**src/rtl/counter_ctrl_pkg.sv**
```systemverilog
// Shared state encodings and defaults for the counter sequencing controller.
package counter_ctrl_pkg;
  localparam int STATE_W      = 2;
  localparam int PRESCALE_DEF = 4;
  localparam int SCAN_DIV_DEF = 8;

  typedef enum logic [STATE_W-1:0] {
    ST_IDLE  = 2'd0,
    ST_RUN   = 2'd1,
    ST_PAUSE = 2'd2,
    ST_DONE  = 2'd3
  } state_t;

  // Width of a modulo-n counter; a divide-by-1 still needs one bit to exist.
  function automatic int cnt_width(input int n);
    return (n > 1) ? $clog2(n) : 1;
  endfunction
endpackage

```
**src/rtl/counter_ctrl_rise_pulse.sv**
```systemverilog
// Rising-edge detector: one registered pulse per low-to-high transition of a level command.
module rise_pulse (
  input  logic clk,
  input  logic rst,
  input  logic level,
  output logic pulse
);
  logic prev;

  always_ff @(posedge clk or negedge rst) begin
    if (!rst) begin
      prev  <= 1'b0;
      pulse <= 1'b0;
    end else begin
      prev  <= level;
      pulse <= level & ~prev;
    end
  end
endmodule

```
**src/rtl/counter_ctrl.sv**
```systemverilog
// Start/stop/clr sequencer driving prescaled counter enables, a limit stop and the LED byte select.
// Define COUNTER_CTRL_AUTOSCAN_EN to rotate sel automatically instead of following sel_in.
module counter_ctrl
  import counter_ctrl_pkg::*;
#(
  parameter int PRESCALE = PRESCALE_DEF,
  parameter int SCAN_DIV = SCAN_DIV_DEF
) (
  input  logic               clk,
  input  logic               rst,
  input  logic               start,
  input  logic               stop,
  input  logic               clr,
  input  logic [31:0]        limit,
  input  logic [31:0]        count,
  input  logic [1:0]         sel_in,
  output logic               cnt_en,
  output logic               cnt_clr,
  output logic [1:0]         sel,
  output logic               done,
  output logic               busy,
  output logic [STATE_W-1:0] state
);
  localparam int            PW       = cnt_width(PRESCALE);
  localparam logic [PW-1:0] PRE_LAST = PW'(PRESCALE - 1);

  state_t        st;
  logic [PW-1:0] presc;
  logic          start_p, stop_p, clr_p;

  rise_pulse u_start (.clk(clk), .rst(rst), .level(start), .pulse(start_p));
  rise_pulse u_stop  (.clk(clk), .rst(rst), .level(stop),  .pulse(stop_p));
  rise_pulse u_clr   (.clk(clk), .rst(rst), .level(clr),   .pulse(clr_p));

  assign state = st;

  // The stop cycle still counts as a RUN cycle, so a pause resumes on the same phase.
  always_ff @(posedge clk or negedge rst) begin
    if (!rst) begin
      st      <= ST_IDLE;
      presc   <= '0;
      cnt_en  <= 1'b0;
      cnt_clr <= 1'b0;
      busy    <= 1'b0;
      done    <= 1'b0;
    end else begin
      cnt_en  <= 1'b0;
      cnt_clr <= 1'b0;
      if (clr_p) begin
        st      <= ST_IDLE;
        presc   <= '0;
        cnt_clr <= 1'b1;
        busy    <= 1'b0;
        done    <= 1'b0;
      end else begin
        case (st)
          ST_IDLE, ST_PAUSE: begin
            if (start_p && !stop_p) begin
              st   <= ST_RUN;
              busy <= 1'b1;
            end
          end
          ST_RUN: begin
            if (count == limit) begin
              st    <= ST_DONE;
              presc <= '0;
              busy  <= 1'b0;
              done  <= 1'b1;
            end else begin
              if (presc == PRE_LAST) begin
                presc  <= '0;
                cnt_en <= 1'b1;
              end else begin
                presc <= presc + PW'(1);
              end
              if (stop_p) begin
                st   <= ST_PAUSE;
                busy <= 1'b0;
              end
            end
          end
          default: ;
        endcase
      end
    end
  end

`ifdef COUNTER_CTRL_AUTOSCAN_EN
  localparam int            SW        = cnt_width(SCAN_DIV);
  localparam logic [SW-1:0] SCAN_LAST = SW'(SCAN_DIV - 1);
  logic [SW-1:0] scan;
  logic [1:0]    unused_sel_in;
  assign unused_sel_in = sel_in;

  always_ff @(posedge clk or negedge rst) begin
    if (!rst) begin
      scan <= '0;
      sel  <= 2'd0;
    end else if (scan == SCAN_LAST) begin
      scan <= '0;
      sel  <= sel + 2'd1;
    end else begin
      scan <= scan + SW'(1);
    end
  end
`else
  localparam int unused_scan_div = SCAN_DIV;

  always_ff @(posedge clk or negedge rst) begin
    if (!rst) sel <= 2'd0;
    else      sel <= sel_in;
  end
`endif
endmodule

```
**config.mk**
```make
export PLATFORM = sky130hd
export DESIGN_NAME = counter_ctrl
export DESIGN_NICKNAME = d
export VERILOG_FILES = /design/src/rtl/counter_ctrl_pkg.sv /design/src/rtl/counter_ctrl_rise_pulse.sv /design/src/rtl/counter_ctrl.sv
export SDC_FILE = /design/constraint.sdc
export NUM_CORES = 1
export LEC_CHECK = 0
export CORE_MARGIN = 4
export CORE_UTILIZATION = 31
export CTS_CLUSTER_SIZE = 40
export DETAILED_ROUTE_END_ITERATION = 10
export GPL_TIMING_DRIVEN = 0
export MAX_ROUTING_LAYER = met4
export PLACE_DENSITY = 0.76
export REMOVE_ABC_BUFFERS = 1
export SLEW_MARGIN = 20
export SYNTH_ARGS = -nofsm -noshare
export SYNTH_HDL_FRONTEND = slang
export SYNTH_SLANG_ARGS = --single-unit
```
**constraint.sdc**
```tcl
create_clock -name clk -period 1.45 [get_ports clk]
set_input_delay 0.2175 -clock clk [delete_from_list [all_inputs] [get_ports clk]]
set_output_delay 0.2175 -clock clk [all_outputs]
set_load 0.02 [all_outputs]
```
==> impl_metrics.yaml <==
worst_setup_path:
  worstSetupEndpointType: "flop"
  sequence_of_cells_on_the_critical_path: "clkdlybuf4s50_1 -> xor2_1 -> nor4_1 -> nand4_1 -> buf_6 -> nor2_4 -> o311a_1"
  timing.critical_path.buf_inv: 2
  crit_path_start: "count[14]"
  setup.worst_path.start_class: "input pin"
  reg2reg_slack_ns: 0.13
  cp_max_fo: 5
  slowest_stage: "sky130_fd_sc_hd__clkdlybuf4s50_1"
  critPathCapture: "state[1]"
  cp_top_family: "buffers and inverters"
  critical_path.max_stage_delay_ns: 0.43
  crit_cells: 7
  regToRegEndpoint: "presc[0]"
  required_ns: 1.67
  path_class: "input pin to flop"
  timing.rr.start: "presc[0]"
  timing.critical_path.arrival_ns: 1.65
  reg2reg_depth: 3
cts:
  clock_slew_seen_by_the_registers_of_the_worst_setup_and_hold_paths_ns: 0.09
  tritoncts: "built"
  hold_buffers: 0
  cts_max_path_buffers: 2
  cts-buffers-inserted: 3
  cts_num_sinks: 16
  clkLatencyLatePin_ns: 0.28
  clk_root_buffer_cell: "sky130_fd_sc_hd__clkbuf_4"
  htree_num_levels: 1
floorplanning:
  die_h_um: 62.4
  initial_utilization: 0.327
  design.die.area_sq_um: 3900
  die_x_um: 62.4
  io_pins: 79
  floorplan.rows: 19
  core_area_sq_um: 2810
synthesis:
  yosysSeqAreaShare: 0.436
  synthesized_area_fraction_occupied_by_adder_cells: 0.0136
  yosys_warnings: 0
  post_synth_instance_area_sq_um: 918
  yosys.area.top_type_share: 0.436
  synthDominantAreaCellType: "sky130_fd_sc_hd__dfrtp_1"
  ys_async_sr_fraction: 1.00
  synth_top_family_by_area: "XOR/XNOR gates"
  synth_edf_count: 0
  synth-xor-area-share: 0.305
  syn-instance-count: 87
  synth.area.top_cells: "sky130_fd_sc_hd__dfrtp_1, sky130_fd_sc_hd__xor2_1, sky130_fd_sc_hd__nor4_1"
  synth_compound_area_frac: 0.0722
  post_synth_and_or_nand_nor_area_fraction: 0.157
  synth_mux_area_frac: 0
  post_synth.cell_area_avg_sq_um: 10.6
  synth.distinct_cells: 22
  post_synthesis_register_bit_count: 16
  synth-main-ff-cell: "sky130_fd_sc_hd__dfrtp_1"
finish:
  areaGrowthSynthToFinish_pct: 96.7
  finish.net_count: 244
  antenna_cells: 0
  final-instance-count-excl-fill: 202
  post_route_cells_drive_above_1_share: 0.0702
  num-fill-cells: 256
sta:
  period_needed_ns: 1.43
  slew_headroom: 0.547
  worst_pin_slew_ns: 0.677
  finalMaxSlewViolations: 0
  min_period_over_period: 0.987
  fin_skew_ns: 0.00375
  maxClockFrequency_ghz: 0.699
  final_hold_viol_count: 0
  worst_slack_ns: 0.0193
  setup_tns_ns: 0
  finalSetupViolations: 0
pwr:
  static-leakage-power_nw: 0.979
  max-vdd-ir-drop_uv: 558
  totalPowerFinal_mw: 1.14
  power_density_nw_per_um2: 633
grt:
  first_global_vias: 1063
  grt.total_usage: 0.155
  maximum_number_of_pins_on_one_net_before_global_route_repair: 17
  globalRoute.totalOverflow: 0
  number_of_antenna_violations_at_the_first_check_in_global_routing: 0
  grt_first_pass_wirelength_um: 4810
routing:
  post_drt_wl_per_cell_um: 15.4
  drc: 0
  vias_per_cell: 4.87
  vias: 984
  antenna_left: 0
  drtIter0Drc: 29
  postRouteWirelength_um: 3120
  drt_pre_antenna_iters: 4
flow_run:
  max-cap-violations: 0
min_path:
  hold_path.class: "input pin to asynchronous set/reset pin"
run_status:
  status: "completed"
placement:
  dp_hpwl_um: 2580
  final_weighted_congestion_in_routability_driven_placement: 0.766
  buffer_ports.inserted: 78
  dpl_worst_slack_ns: -0.481
  dp.cells: 196
## worst min-delay path by stage
stage | to | slack [ns] | depth (start not counted) | startpoint
after global placement | u_clr.pulse | 0.38 | 1 | u_clr.prev
after floorplan | busy | -0.08 | 0 | rst
after CTS | u_stop.prev | 0.36 | 1 | rst
after global routing | sel[1] | 0.36 | 1 | sel_in[1]
final | u_stop.prev | 0.34 | 1 | rst
after detailed placement | u_clr.pulse | 0.39 | 1 | u_clr.prev
## Yosys cell counts, drive strengths merged, types with 2 or more instances
cell type / number
xor2: 32
dfrtp: 16
nor4: 8
inv: 4
nor2b: 4
nand2: 3
nor2: 3
nand3: 2
nand4: 2
o21ai: 2
## layout by cell type, fill, tap and decap left out, types with 2 or more instances in the layout
cell type	n
sky130_fd_sc_hd__dfrtp_1	16
sky130_fd_sc_hd__nand3_1	2
sky130_fd_sc_hd__buf_6	2
sky130_fd_sc_hd__nand4_1	2
sky130_fd_sc_hd__dlymetal6s2s_1	14
sky130_fd_sc_hd__nor2b_1	4
sky130_fd_sc_hd__nand2_1	3
sky130_fd_sc_hd__xor2_1	32
sky130_fd_sc_hd__inv_1	4
sky130_fd_sc_hd__nor2_1	2
sky130_fd_sc_hd__nor4_1	5
sky130_fd_sc_hd__clkbuf_4	3
sky130_fd_sc_hd__clkdlybuf4s50_1	16
sky130_fd_sc_hd__dlygate4sd2_1	48
sky130_fd_sc_hd__nor4_2	3
## layer usage
layer | global-route usage | share of wire
met3 | 0.0468 | 0.092
met5 | - | 0
met2 | 0.258 | 0.51
met1 | 0.187 | 0.40
met4 | 0.0331 | 0.0026
## kinds of logic (layout without fill, tap and decap cells)
logic type                 Yosys count  count (layout)
and+or+nand+nor                     25              25
buffers and inverters                4              88
DFF                                 16              16
adders and majority gates            1               1
AOI/OAI and AO/OA                    9               9
xor gates and xnor gates            32              32
## timing repair
item | in CTS | in global routing
setup endpoints to repair | 12 | 10
resized for setup | 50 | 21
pin swaps | 20 | 14
gates cloned | 0 | 0
buffers inserted | 2 | 0
## metrics by stage
stage / util / hold WS, ns / cell area, sq um
floorplan: - / -0.0781 / 918
global placement: 0.620 / 0.383 / 1740
detailed placement: 0.620 / 0.390 / 1740
CTS: 0.620 / 0.357 / 1740
global route: 0.644 / 0.355 / 1810
finish: 0.644 / 0.342 / 1810
## layout make-up
type | count | area (sq um) | area share
repair buffers | 80 | 778 | 0.431
multi-input cells | 67 | 538 | 0.298
flip-flops and latches | 16 | 400 | 0.222
well taps | 31 | 38.8 | 0.0215
clock buffers | 4 | 36.3 | 0.0201
inverters | 4 | 15.0 | 0.00831
## report_power, final
group	switching, mW	internal (mW)	total (mW)
sequential	0.0251	0.481	0.507
combinational	0.146	0.205	0.351
clock	0.133	0.153	0.286
(Power assumes the default switching activity.)
